<file path="src/rtl/spike_rate_decoder.sv">
// Spike rate decoder: turns a single-bit spike train into a windowed,
// saturating rate code and an inter-spike interval measurement.
module spike_rate_decoder #(
    parameter int CNT_W = 8
) (
    input  logic             clk,
    input  logic             rst,
    input  logic             enable,
    input  logic             spike_in,
    input  logic [CNT_W-1:0] win_len,
    output logic [CNT_W-1:0] rate_out,
    output logic             rate_valid,
    output logic [CNT_W-1:0] isi_out,
    output logic             isi_valid,
    output logic             rate_sat
);

    typedef enum logic {
        IDLE,
        RUN
    } state_t;

    localparam logic [CNT_W-1:0] MAX_VAL  = '1;
    localparam logic [CNT_W:0]   FULL_WIN = {1'b1, {CNT_W{1'b0}}};

    state_t           state_q;
    logic             spk_q;
    logic             have_prev_q;
    logic [CNT_W-1:0] win_cnt_q;
    logic [CNT_W-1:0] isi_cnt_q;
    logic [CNT_W:0]   win_lim_q;
    logic [CNT_W:0]   spk_cnt_q;
    logic [CNT_W-1:0] rate_q;
    logic [CNT_W-1:0] isi_q;
    logic             rate_valid_q;
    logic             isi_valid_q;
    logic             rate_sat_q;

    logic             spk_edge;
    logic             win_last;
    logic [CNT_W:0]   win_lim_d;
    logic [CNT_W:0]   spk_tot;
    logic [CNT_W:0]   spk_cnt_d;
    logic [CNT_W-1:0] rate_d;
    logic [CNT_W-1:0] isi_inc;

    // The window length is sampled live on the first cycle of every window
    // (including the cycle enable first rises), then held until the window closes.
    // The spike count saturates one above MAX_VAL so an overflow stays visible.
    always_comb begin
        spk_edge = spike_in & ~spk_q;
        if (state_q == IDLE || win_cnt_q == '0) begin
            win_lim_d = (win_len == '0) ? FULL_WIN : {1'b0, win_len};
        end else begin
            win_lim_d = win_lim_q;
        end
        win_last  = ({1'b0, win_cnt_q} == win_lim_d - 1'b1);
        spk_tot   = spk_cnt_q + {{CNT_W{1'b0}}, spk_edge};
        spk_cnt_d = (spk_tot > FULL_WIN) ? FULL_WIN : spk_tot;
        rate_d    = (spk_tot > {1'b0, MAX_VAL}) ? MAX_VAL : spk_tot[CNT_W-1:0];
        isi_inc   = (isi_cnt_q == MAX_VAL) ? MAX_VAL : isi_cnt_q + 1'b1;
    end

    always_ff @(posedge clk) begin
        if (rst) begin
            state_q      <= IDLE;
            spk_q        <= 1'b0;
            have_prev_q  <= 1'b0;
            win_cnt_q    <= '0;
            isi_cnt_q    <= '0;
            win_lim_q    <= '0;
            spk_cnt_q    <= '0;
            rate_q       <= '0;
            isi_q        <= '0;
            rate_valid_q <= 1'b0;
            isi_valid_q  <= 1'b0;
            rate_sat_q   <= 1'b0;
        end else begin
            spk_q        <= spike_in;
            rate_valid_q <= 1'b0;
            isi_valid_q  <= 1'b0;
            if (!enable) begin
                state_q     <= IDLE;
                have_prev_q <= 1'b0;
                win_cnt_q   <= '0;
                spk_cnt_q   <= '0;
                isi_cnt_q   <= '0;
            end else begin
                state_q   <= RUN;
                win_lim_q <= win_lim_d;
                if (win_last) begin
                    rate_q       <= rate_d;
                    rate_valid_q <= 1'b1;
                    if (spk_tot > {1'b0, MAX_VAL}) begin
                        rate_sat_q <= 1'b1;
                    end
                    win_cnt_q <= '0;
                    spk_cnt_q <= '0;
                end else begin
                    win_cnt_q <= win_cnt_q + 1'b1;
                    spk_cnt_q <= spk_cnt_d;
                end
                // Interval tracking ignores window boundaries entirely.
                if (spk_edge) begin
                    if (have_prev_q) begin
                        isi_q       <= isi_inc;
                        isi_valid_q <= 1'b1;
                    end
                    isi_cnt_q   <= '0;
                    have_prev_q <= 1'b1;
                end else begin
                    isi_cnt_q <= isi_inc;
                end
            end
        end
    end

    assign rate_out   = rate_q;
    assign rate_valid = rate_valid_q;
    assign isi_out    = isi_q;
    assign isi_valid  = isi_valid_q;
    assign rate_sat   = rate_sat_q;

endmodule

</file>
<file path="config.mk">
export PLATFORM = sky130hd
export DESIGN_NAME = spike_rate_decoder
export DESIGN_NICKNAME = d
export VERILOG_FILES = /design/src/rtl/spike_rate_decoder.sv
export SDC_FILE = /design/constraint.sdc
export NUM_CORES = 1
export LEC_CHECK = 0
export CAP_MARGIN = 20
export CORE_UTILIZATION = 56
export DETAILED_ROUTE_END_ITERATION = 10
export PLACE_DENSITY = 0.77
export SLEW_MARGIN = 5
export SYNTH_ARGS = -nofsm -noshare
export SYNTH_HDL_FRONTEND = slang
export SYNTH_SLANG_ARGS = --single-unit
</file>
<file path="constraint.sdc">
create_clock -name clk -period 4.7 [get_ports clk]
set_input_delay 0.94 -clock clk [delete_from_list [all_inputs] [get_ports clk]]
set_output_delay 0.94 -clock clk [all_outputs]
set_load 0.02 [all_outputs]
</file>
==> key figures <==
Timing
  • Final Setup Violations: 0
  • Time the worst path needs with I/O delays and setup: 4.04 ns
  • Unrepaired setup endpoints after global routing: no
  • Relative slew slack: 46.4%
  • Clk_skew: 0.00975 ns
  • Slew Limit Fails: 0
  • Fmax: 0.247 GHz
  • Hold WS: 0.482 ns
  • Final Hold Fails: 0
  • Fin crit share: 86.0%
  • Setup total negative slack: 0 ns
  • Worst Tran Pin Value: 0.798 ns

Yosys
  • Top cell type's share of synthesized area: 39.8%
  • Synth top cells by count: 56 x dfxtp_1, 46 x nor2_1, 23 x nand3_1, 18 x nand2_1, 16 x nor3_1
  • Largest family of logic cells by synthesized area: simple AND/OR/NAND/NOR gates
  • Post-synthesis compound-gate area fraction: 16.0%
  • Yosys reg bits: 56
  • Synth area leaders: dfxtp_1 40%, nor2_1 6.1%, xnor2_1 4.7%, nand3_1 4.1%, xor2_1 3.7%
  • Area of the mapped netlist: 2820 sq um
  • Top FF cell, synth: dfxtp_1
  • Sequential share of the synthesized area: 39.8%
  • Synth Instances: 318
  • Syn Area/Cell: 8.86 sq um
  • EDFF count, synth: 0
  • Synth Area in XOR/XNOR: 8.39%
  • Ys Warns: 0
  • Synth Area in Adders: 2.66%
  • Post-synth ARST share: 0%
  • Post-Synth Simple-Gate Area: 22.2%
  • Yosys top cell by area: dfxtp_1
  • Synth unique cells: 51
  • Syn_nets: 336
  • Mux cell area share after synthesis: 4.93%
  • Count leader, synth: dfxtp_1

Drt
  • DR WL/cell: 14.4 microns
  • DRT iter0 DRCs: 107
  • Via Count: 2322
  • DRC: 0
  • Routed WL: 5850 microns
  • Vias per cell: 5.71
  • TritonRoute pass-1 iters: 4
  • Post-route ant nets: 0

Setup path
  • Required @ worst endpoint: 4.87 ns
  • FF-to-FF Start: win_cnt_q[0]
  • Worst R2R Setup Slack: 0.66 ns
  • Worst setup path category: reg2reg
  • Crit Path Max Fanout: 17
  • Endpoint of the worst register-to-register path: spk_cnt_q[3]
  • CP arrival: 4.21 ns
  • Crit start category: flop
  • Setup crit end kind: flop
  • FF-to-FF path depth: 12
  • Critical path origin: win_cnt_q[0]
  • CP endpoint: spk_cnt_q[3]

Floorplanning
  • Row cnt: 25
  • Core region area: 4790 sq um
  • I/O pin count: 31
  • Die ar.: 5320 sq um
  • Die height: 72.9 microns
  • Die Span X: 72.9 microns
  • Initial Utilization: 58.9%

Power
  • Leak pwr: 1.13 nW
  • Total power: 0.000874 W
  • VDD IR max: 0.232 mV
  • Power per cell area: 274 nW/um^2

Final layout
  • Fin cells: 407
  • Layout fillers: 409
  • Register area: 1120 sq um
  • Layout net count: 357
  • Layout cell share with drive strength beyond 1: 9.12%
  • Multi-input logic area: 1530 sq um
  • Layout area overhead: 13.2%
  • Ant. Diodes: 0

Clock network
  • H-tree levels: 2
  • CTS Hold Bufs: 0
  • CTS tree: built
  • Clock Tree Root: clkbuf_8
  • CTS resizes: 0
  • Postcts setup bufs: 0
  • CTS clk-pin slew, worst paths: 0.11 ns
  • Skew-Pair Late Insertion Delay: 0.31 ns
  • Clock buffer depth: 2
  • TritonCTS Buffers: 5
  • Clock Sinks: 56

Place
  • DP Wirelength: 4240 microns
  • # port buffers: 30
  • Routability cong.: 0.856
  • Dpl cells: 399

Min path
  • Worst hold path class: reg2reg

Global route
  • Pin count of the biggest net entering global routing: 31
  • Global-route usage over all layers: 23.8%
  • Grt ovf: 0
  • Met1 usage: 30.7%
  • Vias in the first global route: 2163
  • GR Util met3: 3.87%
  • GR Util met2: 39.9%
  • Gr busiest metal: met2
  • Antenna violations before repair: 0
  • First-pass GRT wire length: 9830 microns

Run status
  • Status: finished, final reports clean

Flow run
  • Max-cap viol count: 0
worst max-delay path, stage by stage (launching register included):
cell and delay [ns]:
dfxtp_1 0.37, inv_1 0.09, ha_1 0.14, or3b_2 0.51, o21ai_2 0.21, mux2i_1 0.37
ha_1 0.26, o221ai_2 0.16, xor2_1 0.28, nand3b_4 0.11, a2111oi_4 0.65, and2_1 0.61
nor4_1 0.14
worst min path at each step:
stage                 start            to  slack [ns]  cells after the start
4_1_cts         rate_out[7]   rate_out[7]        0.49                      1
2_1_floorplan  isi_cnt_q[0]  isi_cnt_q[0]        0.45                      1
5_1_grt         rate_out[2]   rate_out[2]        0.52                      1
6_report        rate_out[7]   rate_out[7]        0.48                      1
3_3_place_gp    rate_out[7]   rate_out[7]        0.45                      1
3_5_place_dp    rate_out[7]   rate_out[7]        0.46                      1
cells by family after synthesis:
logic type / after synthesis
DFF: 56
adders and majority gates: 6
buffers and inverters: 29
muxes: 12
xor gates and xnor gates: 27
AOI/OAI and AO/OA: 58
and+or+nand+nor: 130
state kept, by name (all words and copies together) (netlist names):
signal       flops
win_lim_q        9
rate_sat         1
isi_out          8
spk_q            1
state_q          1
win_cnt_q        8
have_prev_q      1
isi_valid        1
rate_valid       1
spk_cnt_q        9
isi_cnt_q        8
rate_out         8
cell type report:
cell class	count	area share, %
Clock buffer	5	2.16
Clock inverter	3	0.863
Inverter	10	1.18
Multi-Input combinational cell	233	47.9
Sequential cell	56	35.2
Tap cell	67	2.63
Timing Repair Buffer	33	10.1
per-layer routing:
layer | part of all wire, % | vias to the layer above
met5 | 0 | -
li1 | - | 1178
met2 | 47 | 63
met1 | 47 | 1070
met3 | 4.5 | 11
met4 | 1.7 | 0
metrics by stage:
stage | util (%) | area [sq um] | setup WS (ns)
2_1_floorplan | - | 2820 | 1.18
3_3_place_gp | 64.6 | 3090 | 0.748
3_5_place_dp | 64.6 | 3090 | 0.659
4_1_cts | 66.6 | 3190 | 0.668
5_1_grt | 66.6 | 3190 | 0.302
6_report | 66.6 | 3190 | 0.657
where the power goes:
part	total, W	internal [W]	switching, W
logic	0.0000996	0.0000432	0.0000564
registers	0.000493	0.000484	0.00000914
clock network	0.000281	0.000110	0.000171
layout by cell type (no fill, tap or decap), types with 10 or more instances in the layout:
cell type / netlist / layout
clkdlybuf4s50_1: 0 / 30
xor2_1: 12 / 12
inv_1: 10 / 10
nor2_1: 46 / 46
a211oi_1: 12 / 12
nor3_1: 16 / 16
xnor2_1: 15 / 15
nand3_1: 23 / 23
dfxtp_1: 56 / 56
nand2_1: 18 / 18
(Power assumes the default switching activity.)
